<file path="src/rtl/truth_table_sweep_pkg.sv">
// Shared types and row/bit mapping for the 3-input truth-table sweeper.
// Latency: n/a (types and a pure function only).
// Backpressure: n/a.
package truth_table_sweep_pkg;

    typedef enum logic [1:0] {
        IDLE,
        SETTLE,
        CAPTURE,
        DONE
    } state_t;

    localparam int TT_ROWS  = 8;
    localparam int TT_IDX_W = 3;
    localparam int TT_W     = 8;

    // Row 000 lands in the MSB so the code reads left-to-right like a printed truth table.
    function automatic logic [TT_IDX_W-1:0] row_bit(input logic [TT_IDX_W-1:0] idx);
        return (TT_IDX_W)'(TT_ROWS - 1) - idx;
    endfunction

endpackage

</file>
<file path="src/rtl/settle_timer.sv">
// Per-row settle counter; expire is high while cnt equals SETTLE_CYCLES-1.
// Latency: expire is combinational from the registered count.
// Backpressure: none; counts only while en is high, clr has priority over load.
module settle_timer #(
    parameter int SETTLE_CYCLES = 4,
    parameter int CNT_W         = 8
) (
    input  logic             clk,
    input  logic             rst,
    input  logic             clr,
    input  logic             load,
    input  logic [CNT_W-1:0] load_val,
    input  logic             en,
    output logic             expire
);

    logic [CNT_W-1:0] cnt;

    always_ff @(posedge clk) begin
        if (rst || clr) begin
            cnt <= '0;
        end else if (load) begin
            cnt <= load_val;
        end else if (en) begin
            cnt <= cnt + CNT_W'(1);
        end
    end

    assign expire = (cnt == CNT_W'(SETTLE_CYCLES - 1));

endmodule

</file>
<file path="src/rtl/truth_table_sweeper.sv">
// Walks a 3-input gate through all 8 rows, captures its truth table and compares to an expected code.
// Latency: done pulses in cycle 8*(SETTLE_CYCLES+1)+1 after the accepted start edge.
// Backpressure: start is ignored while busy; abort drops a sweep in SETTLE/CAPTURE, not in DONE.
module truth_table_sweeper
    import truth_table_sweep_pkg::*;
#(
    parameter int SETTLE_CYCLES = 4,
    parameter int CNT_W         = 8
) (
    input  logic            clk,
    input  logic            rst,
    input  logic            start,
    input  logic            abort,
    input  logic [TT_W-1:0] expected,
    output logic            in1,
    output logic            in2,
    output logic            in3,
    input  logic            dut_out,
    output logic            busy,
    output logic            done,
    output logic [TT_W-1:0] table_out,
    output logic            match,
    output logic [TT_W-1:0] mismatch
);

    state_t                state;
    logic [TT_IDX_W-1:0]   idx;
    logic [TT_W-1:0]       exp_q;
    logic [TT_W-1:0]       tbl_next;
    logic                  timer_clr;
    logic                  timer_expire;

    assign {in1, in2, in3} = idx;

    // Counter restarts from zero on every entry into SETTLE.
    assign timer_clr = (state != SETTLE) || abort;

    settle_timer #(
        .SETTLE_CYCLES (SETTLE_CYCLES),
        .CNT_W         (CNT_W)
    ) u_settle_timer (
        .clk      (clk),
        .rst      (rst),
        .clr      (timer_clr),
        .load     (1'b0),
        .load_val ('0),
        .en       (state == SETTLE),
        .expire   (timer_expire)
    );

    always_comb begin
        tbl_next               = table_out;
        tbl_next[row_bit(idx)] = dut_out;
    end

    always_ff @(posedge clk) begin
        if (rst) begin
            state     <= IDLE;
            idx       <= '0;
            exp_q     <= '0;
            busy      <= 1'b0;
            done      <= 1'b0;
            table_out <= '0;
            match     <= 1'b0;
            mismatch  <= '0;
        end else begin
            done <= 1'b0;
            unique case (state)
                IDLE: begin
                    if (start && !abort) begin
                        idx       <= '0;
                        exp_q     <= expected;
                        table_out <= '0;
                        busy      <= 1'b1;
                        state     <= SETTLE;
                    end
                end
                SETTLE: begin
                    if (abort) begin
                        idx   <= '0;
                        busy  <= 1'b0;
                        state <= IDLE;
                    end else if (timer_expire) begin
                        state <= CAPTURE;
                    end
                end
                CAPTURE: begin
                    if (abort) begin
                        idx   <= '0;
                        busy  <= 1'b0;
                        state <= IDLE;
                    end else begin
                        table_out <= tbl_next;
                        if (idx == (TT_IDX_W)'(TT_ROWS - 1)) begin
                            // Compare against the fully captured code, including this last row.
                            done     <= 1'b1;
                            match    <= (tbl_next == exp_q);
                            mismatch <= tbl_next ^ exp_q;
                            state    <= DONE;
                        end else begin
                            idx   <= idx + (TT_IDX_W)'(1);
                            state <= SETTLE;
                        end
                    end
                end
                DONE: begin
                    idx   <= '0;
                    busy  <= 1'b0;
                    state <= IDLE;
                end
                default: begin
                    state <= IDLE;
                end
            endcase
        end
    end

endmodule

</file>
<file path="config.mk">
export PLATFORM = sky130hd
export DESIGN_NAME = truth_table_sweeper
export DESIGN_NICKNAME = d
export VERILOG_FILES = /design/src/rtl/truth_table_sweep_pkg.sv /design/src/rtl/settle_timer.sv /design/src/rtl/truth_table_sweeper.sv
export SDC_FILE = /design/constraint.sdc
export NUM_CORES = 1
export LEC_CHECK = 0
export BUFFER_PORTS_ARGS = -buffer_cell sky130_fd_sc_hd__clkbuf_2
export CORE_MARGIN = 4
export CORE_UTILIZATION = 49
export CTS_CLUSTER_SIZE = 20
export DETAILED_ROUTE_END_ITERATION = 16
export PLACE_DENSITY = 0.84
export SKIP_LAST_GASP = 1
export SLEW_MARGIN = 15
export SYNTH_ARGS = -nofsm -noshare
export SYNTH_HDL_FRONTEND = slang
export SYNTH_SLANG_ARGS = --single-unit
</file>
<file path="constraint.sdc">
create_clock -name clk -period 1.5 [get_ports clk]
set_input_delay 0.15 -clock clk [delete_from_list [all_inputs] [get_ports clk]]
set_output_delay 0.15 -clock clk [all_outputs]
set_load 0.02 [all_outputs]
</file>
==> metrics.cfg, run 1 <==
[critical_path]
cp.required_ps=1750
crit_arrival_ps=1880
worstSetupEndpointType=register
worst_setup_path_start_kind=register
worstPathMaxFanout=10
critical_path_class=reg2reg

[layout]
syn2layout_area_growth_pct=39.9
diodes=0
final_common_cell=dfxtp_1
fin_util=0.721
layout_common_cells=35 x dfxtp_1, 34 x nor2_1, 34 x clkbuf_2
stdcell_count=321
finish.net_count=292
drive_gt1_frac=0.396

[detailed_routing]
avgRoutedWirePerCell_um=15.4
finalWirelength_um=4950
route.detailed.drc=0
dr.pass1.iters=4
vias=1721
drtIter0Drc=92
detail-route-antenna-nets=0
drt-vias-per-instance=5.36

[clock_network]
clock_path_buffers=2
holdBufCountCts=0
cts_buffers=5
cts_tree=done
root_buffer=clkbuf_8
h-tree-depth=2
clk_pin_slew_ps=80
clk_latency_ps=300
cts_sinks=40

[status]
status=finished, violations left
violations=setup timing

[timing]
fin_skew_ps=7.26
post-route-min-period_ps=1630
maxSlewHeadroom=0.796
hold_viol_final=0
final-setup-viol-count=4
fin_crit_sh=1.09
rsz0062_at_grt=true
clock.fmax_mhz=614
worst_slack_ps=-128
tightest_slew_ps=298
slew_viol_final=0

[die]
die_width_um=70.7
die_y_um=70.7
ioPinCount=35
initial_core_util=0.515
fp.coreArea_mm2=0.00374
die_area_mm2=0.00500
rows=22

[synth]
synthFlopType=dfxtp_1
syn_area_per_cell_um2=9.45
synth-edff-count=0
synthCells=204
yosysWarnings=0
synth_compound_area_frac=0.128
synthAdderAreaFrac=0.0454
yosys-mux-area-fraction=0.130
ys_ff_latch=40
synth_cell_type_count=39
syn_nets=224
async_flop_share=0
seq_area_frac_synth=0.415
syn_area_mm2=0.00193
yosys.area_share.xor_xnor=0.0545
synth_top_family_by_area=simple AND/OR/NAND/NOR gates
synth-simple-area-share=0.191

[placed_design]
gp_congestion=0.900
dp_cells=310
dp_hpwl_um=3340
portBuffers=34

[global_routing]
grt_max_degree=32
grt_pass1_wl_um=8040
grt.total_usage=0.202
antenna_found_initial=0
grt_pass1_vias=1784
grt-ovfl-total=0

[power_and_ir_drop]
ir_drop_mv=0.892
power_density_mw_per_mm2=872
p_leak_uw=0.00122

[min_path]
holdCritPathClass=in2reg

[flow_run]
drv_cap=0

## cells in the mapped netlist, types with 2 or more instances
cell type | count | area (um^2)
buf_6 | 2 | 22.5
clkbuf_1 | 6 | 22.5
nor2_1 | 34 | 128
ha_1 | 7 | 87.6
nand2_1 | 9 | 33.8
a21o_1 | 9 | 67.6
xor2_1 | 4 | 35.0
inv_1 | 4 | 15.0
xnor2_1 | 8 | 70.1
a21oi_1 | 5 | 25.0
o21ai_0 | 3 | 15.0
nand2b_1 | 2 | 12.5
a2bb2oi_1 | 8 | 70.1
nand4_1 | 4 | 25.0
nor3_1 | 3 | 15.0
mux2i_1 | 24 | 240
a22oi_1 | 2 | 15.0
or3_1 | 3 | 18.8
dfxtp_1 | 40 | 801
nand3_1 | 2 | 10.0
and3_1 | 4 | 25.0
nand3b_1 | 3 | 22.5
or3b_4 | 2 | 22.5
## area by class of cell
type                            instances  area [um^2]
Multi-Input combinational cell        151         1200
Fill cell                             284         1050
Sequential cell                        40          817
Timing Repair Buffer                   70          489
Clock buffer                            6         72.6
Tap cell                               48         60.1
Clock inverter                          2         35.0
Inverter                                4         20.0
## worst max-delay path, stage by stage, from the launching register on
cell and delay (ps):
dfxtp_4 410, or3b_4 410, mux2i_2 240, xnor2_1 130
nor4_2 250, a21o_1 130
## registers in the layout, indices dropped and copies added (netlist names)
name	cells
u_settle_timer.cnt	8
busy	1
table_out	8
mismatch	8
state	2
exp_q	8
match	1
done	1
idx	3
## layer usage
layer | routed length, um | vias up | global-route usage
met3 | 166 | 13 | 0.0568
li1 | - | 854 | -
met2 | 2620 | 36 | 0.354
met5 | 0 | - | 0
met1 | 2040 | 818 | 0.230
met4 | 126 | 0 | 0.0793
## final timing paths
| kind | slack (ps) | startpoint | to | cells after the start |
|---|---|---|---|---|
| worst max-delay path | -130 | idx[1] | match | 5 |
| worst min-delay path | 80 | expected[0] | exp_q[0] | 3 |
| worst max register to register | -130 | idx[1] | match | 5 |
| worst min register to register | 490 | mismatch[5] | mismatch[5] | 2 |
## cell families after synthesis
| group | count (synthesis) |
|---|---|
| buf+inv | 13 |
| mux | 25 |
| flops | 40 |
| compound gates | 34 |
| fa+ha+maj | 7 |
| simple gates | 73 |
| xor+xnor | 12 |
## timing repair
action | CTS | global route
endpoints found under the hold margin | 0 | 0
endpoints found under the setup margin | 25 | 24
buffers inserted | 2 | 1
pin swaps | 3 | 10
gates resized for setup | 19 | 17
## report_power, final
group | switching, uW | internal, uW | total (uW) | leakage, uW
Sequential | 21.0 | 1080 | 1100 | 0.000327
Combinational | 186 | 189 | 375 | 0.000840
Clock | 382 | 494 | 876 | 0.0000552
## through the flow
step                setup WS [ps]  cell area, um^2  total power [uW]  hold WS [ps]  setup TNS [ps]
floorplan                   -99.3             1950              1300           240            -178
detailed placement           -173             2410              1420           390           -2280
finish                       -128             2700              2350          77.5            -211
global route                 -213             2700              2440           109            -886
global placement            -73.2             2410              1410           382            -893
CTS                          -123             2620              2330          79.4            -243
Power figures use the tool's default switching activity.
==> run 2, diff against run 1 <==
Settings changed: MAX_ROUTING_LAYER set to met4.
==> metrics.cfg, run 2 (synthesis gave the netlist of run 1 again) <==
[clock_network]
h-tree-depth=2
clk_pin_slew_ps=80
holdBufCountCts=0
clk_latency_ps=300
clock_path_buffers=2
cts_tree=done
cts_buffers=5
cts_sinks=40
root_buffer=clkbuf_8

[layout]
drive_gt1_frac=0.396
multiInputGateArea_mm2=0.00120
fillers=284
layout_common_cells=35 x dfxtp_1, 34 x nor2_1, 34 x clkbuf_2
stdcell_count=321
final_design_area_no_fill_mm2=0.00270
syn2layout_area_growth_pct=39.9
final_common_cell=dfxtp_1
diodes=0
finish.net_count=292
regArea_um2=817

[timing]
tightest_slew_ps=299
final-setup-viol-count=4
maxSlewHeadroom=0.796
hold_viol_final=0
fin_skew_ps=7.78
rsz0062_at_grt=true
clock.fmax_mhz=613
fin_crit_sh=1.09
worst_slack_ps=-131
post-route-min-period_ps=1630
slew_viol_final=0
setup_tns_ps=-220

[global_routing]
grt-ovfl-total=0
grt_pass1_wl_um=8020
grt.total_usage=0.207
use_met3=0.0568
busiest_layer=met2
grt_pass1_vias=1789
grt_use_met1=0.228
antenna_found_initial=0
grt_max_degree=32
gr-usage-met2=0.355

[critical_path]
max_stage_delay_ps=410
rr_worst_depth=5
cp_slowest_cell=or3b_4
rrSetupSlack_ps=-130
worstSetupEndpointType=register
critical_path_class=reg2reg
worstPathMaxFanout=10
crit_arrival_ps=1880
reg2reg_from=idx[1]
cp.required_ps=1750
worst_setup_path_start_kind=register
cp_cell_sequence=or3b_4 > mux2i_2 > xnor2_1 > nor4_2 > a21o_1
r2r-end=match

[placed_design]
post_dp_cell_area_mm2=0.00241
portBuffers=34
dp_cells=310
gp_congestion=0.915
place_ws_ps=-173
dp_hpwl_um=3340

[die]
ioPinCount=35
die_area_mm2=0.00500
rows=22
initial_core_util=0.515
fp.coreArea_mm2=0.00374
die_width_um=70.7
die_y_um=70.7

[min_path]
worst_hold_path.endpoint=exp_q[0]
holdCritPathClass=in2reg
hold_path_depth=3
min-delay-start=expected[0]

[detailed_routing]
dr.pass1.iters=4
drtIter0Drc=98
route.detailed.drc=0
avgRoutedWirePerCell_um=15.4
drt-vias-per-instance=5.37
detail-route-antenna-nets=0
finalWirelength_um=4940
vias=1723

[flow_run]
drv_cap=0

[status]
violations=setup timing
status=finished, violations left

[power_and_ir_drop]
p_leak_uw=0.00122
power_density_mw_per_mm2=873
totalPowerFinal_uw=2350
ir_drop_mv=0.892

run 2: worst max-delay path, delay by kind of cell (launching register included):
kind	cells	cell delay [ps]
AO/OA/AOI/OAI	1	130
XOR/XNOR	1	140
flip-flops	1	400
multiplexers	1	240
AND/OR/NAND/NOR	2	660
run 2: per-stage QoR:
step	hold slack (ps)	utilization
global placement	382	0.644
finish	77.4	0.721
floorplan	240	-
CTS	79.4	0.699
detailed placement	390	0.644
global route	109	0.721
run 2: worst max path at each step:
stage,slack [ps],endpoint,cells after the start,from
finish,-130,match,5,idx[1]
global route,-210,match,5,idx[1]
CTS,-120,match,5,idx[1]
detailed placement,-170,table_out[1],7,state[1]
global placement,-70,table_out[0],7,state[1]
floorplan,-100,match,6,idx[2]
run 2: cell type report:
class,instances,share of cell area
multi-input cells,151,0.446
flip-flops and latches,40,0.303
repair buffers,70,0.181
clock buffers,6,0.0269
well taps,48,0.0223
clock inverters,2,0.0130
inverters,4,0.00742
run 2: metal layers:
layer	vias up	part of all wire
met3	13	0.032
li1	854	-
met4	0	0.025
met1	822	0.41
met2	34	0.53
met5	-	0
run 2: report_power, final:
| group | switching [uW] | total (uW) | internal, uW |
|---|---|---|---|
| clock network | 383 | 877 | 494 |
| logic | 186 | 376 | 190 |
| registers | 21.0 | 1100 | 1080 |
| total | 590 | 2350 | 1760 |
run 2: timing repair:
item	4_1_cts	5_1_grt
buffers inserted	2	1
gates cloned	0	0
endpoints found under the setup margin	25	24
pin swaps	3	10
resized for setup	19	17
==> run 3, diff against run 2 <==
Settings changed: SKIP_CTS_REPAIR_TIMING set to 1.
==> metrics.cfg, run 3 (synthesis gave the netlist of run 1 again) <==
[timing]
final-setup-viol-count=6
maxSlewHeadroom=0.796
rsz0062_at_grt=true
slew_viol_final=0
hold_viol_final=0
fin_crit_sh=1.10
fin_skew_ps=7.73
clock.fmax_mhz=608
tightest_slew_ps=298
hold_ws_ps=83.5
worst_slack_ps=-145
post-route-min-period_ps=1640

[power_and_ir_drop]
p_comb_frac=0.162
p_leak_uw=0.00123
netSwitchingPower_uw=587
totalPowerFinal_uw=2350
swShare=0.249
power_density_mw_per_mm2=860
seqPwrFrac=0.468
ir_drop_mv=0.880
p_clk_frac=0.370
p_int_uw=1770

[min_path]
holdCritPathClass=in2reg

[critical_path]
cpLargestDelayFamily=simple AND/OR/NAND/NOR gates
cp_slowest_cell=or3b_4
max_stage_delay_ps=400
worst_setup_path_start_kind=register
cp.required_ps=1690
cp_cell_sequence=buf_6 > or3b_4 > mux2i_4 > xnor2_2 > nor4_2 > a21o_1
worstPathMaxFanout=7
crit_arrival_ps=1840
critical_path_class=reg2reg
worstSetupEndpointType=register
cp_num_buf_inv=1

[layout]
stdcell_count=323
fin_util=0.731
layout_common_cells=35 x dfxtp_1, 34 x nor2_1, 34 x clkbuf_2
fillers=284
multiInputGateArea_mm2=0.00122
final_common_cell=dfxtp_1
diodes=0
drive_gt1_frac=0.411
finish.net_count=294
regArea_um2=817
syn2layout_area_growth_pct=42.0

[clock_network]
cts_buffers=5
clock_path_buffers=2
h-tree-depth=2
clk_latency_ps=290
cts_sinks=40
root_buffer=clkbuf_8
cts_tree=done
clk_pin_slew_ps=80

[flow_run]
drv_cap=0

[die]
initial_core_util=0.515
fp.coreArea_mm2=0.00374
die_area_mm2=0.00500
die_width_um=70.7
rows=22
die_y_um=70.7
ioPinCount=35

[status]
status=finished, violations left
violations=setup timing

[global_routing]
grt.total_usage=0.199
grt_pass1_vias=1699
grt-ovfl-total=0
grt_pass1_wl_um=7690
grt_max_degree=32
antenna_found_initial=0

[placed_design]
dp_cells=310
place_ws_ps=-173
dp_hpwl_um=3340
gp_congestion=0.915
portBuffers=34

[detailed_routing]
drtIter0Drc=59
vias=1710
route.detailed.drc=0
detail-route-antenna-nets=0
avgRoutedWirePerCell_um=15.5
finalWirelength_um=5010
dr.pass1.iters=4
drt-vias-per-instance=5.29

==> run 3: changes by cell type in the layout (fill, tap and decap cells not counted), sizes merged <==
| cell | change |
|---|---|
| buf | +2 |
==> run 3: area by class of cell <==
class | count | area share
multi-input combinational | 151 | 0.447
inverter | 4 | 0.00731
timing repair buffer | 72 | 0.186
tap | 48 | 0.0219
clock buffer | 6 | 0.0265
sequential | 40 | 0.298
clock inverter | 2 | 0.0128
==> run 3: worst paths after layout <==
check / start / end / slack, ps / cells after the start
worst max-delay path: idx[1] / match / -140 / 6
worst min-delay path: expected[0] / exp_q[0] / 80 / 3
worst max register to register: idx[1] / match / -140 / 6
worst min register to register: mismatch[5] / mismatch[5] / 490 / 2
==> run 3: power by group through the flow <==
stage	registers, uW	logic (uW)	clock network (uW)
3_5_place_dp	1120	296	0
3_3_place_gp	1120	287	0
4_1_cts	1100	297	889
5_1_grt	1100	413	931
2_1_floorplan	1130	180	0
6_report	1100	382	871
==> run 3: metal layers <==
layer	part of all wire	track usage
met4	0.0072	0.0501
met1	0.41	0.219
met5	0	-
met2	0.54	0.354
met3	0.034	0.0554
==> run 3: stage by stage <==
stage | setup TNS, ps | instance area [um^2]
2_1_floorplan | -178 | 1950
3_5_place_dp | -2280 | 2410
3_3_place_gp | -893 | 2410
6_report | -358 | 2740
4_1_cts | -2900 | 2520
5_1_grt | -937 | 2740
==> run 3: worst reg2reg max path: cells and delay by family, from the launching register on <==
family | cells | cell delay (ps)
buffers and inverters | 1 | 130
flip-flops | 1 | 380
AND/OR/NAND/NOR | 2 | 460
AO/OA/AOI/OAI | 1 | 150
multiplexers | 1 | 210
XOR/XNOR | 1 | 220
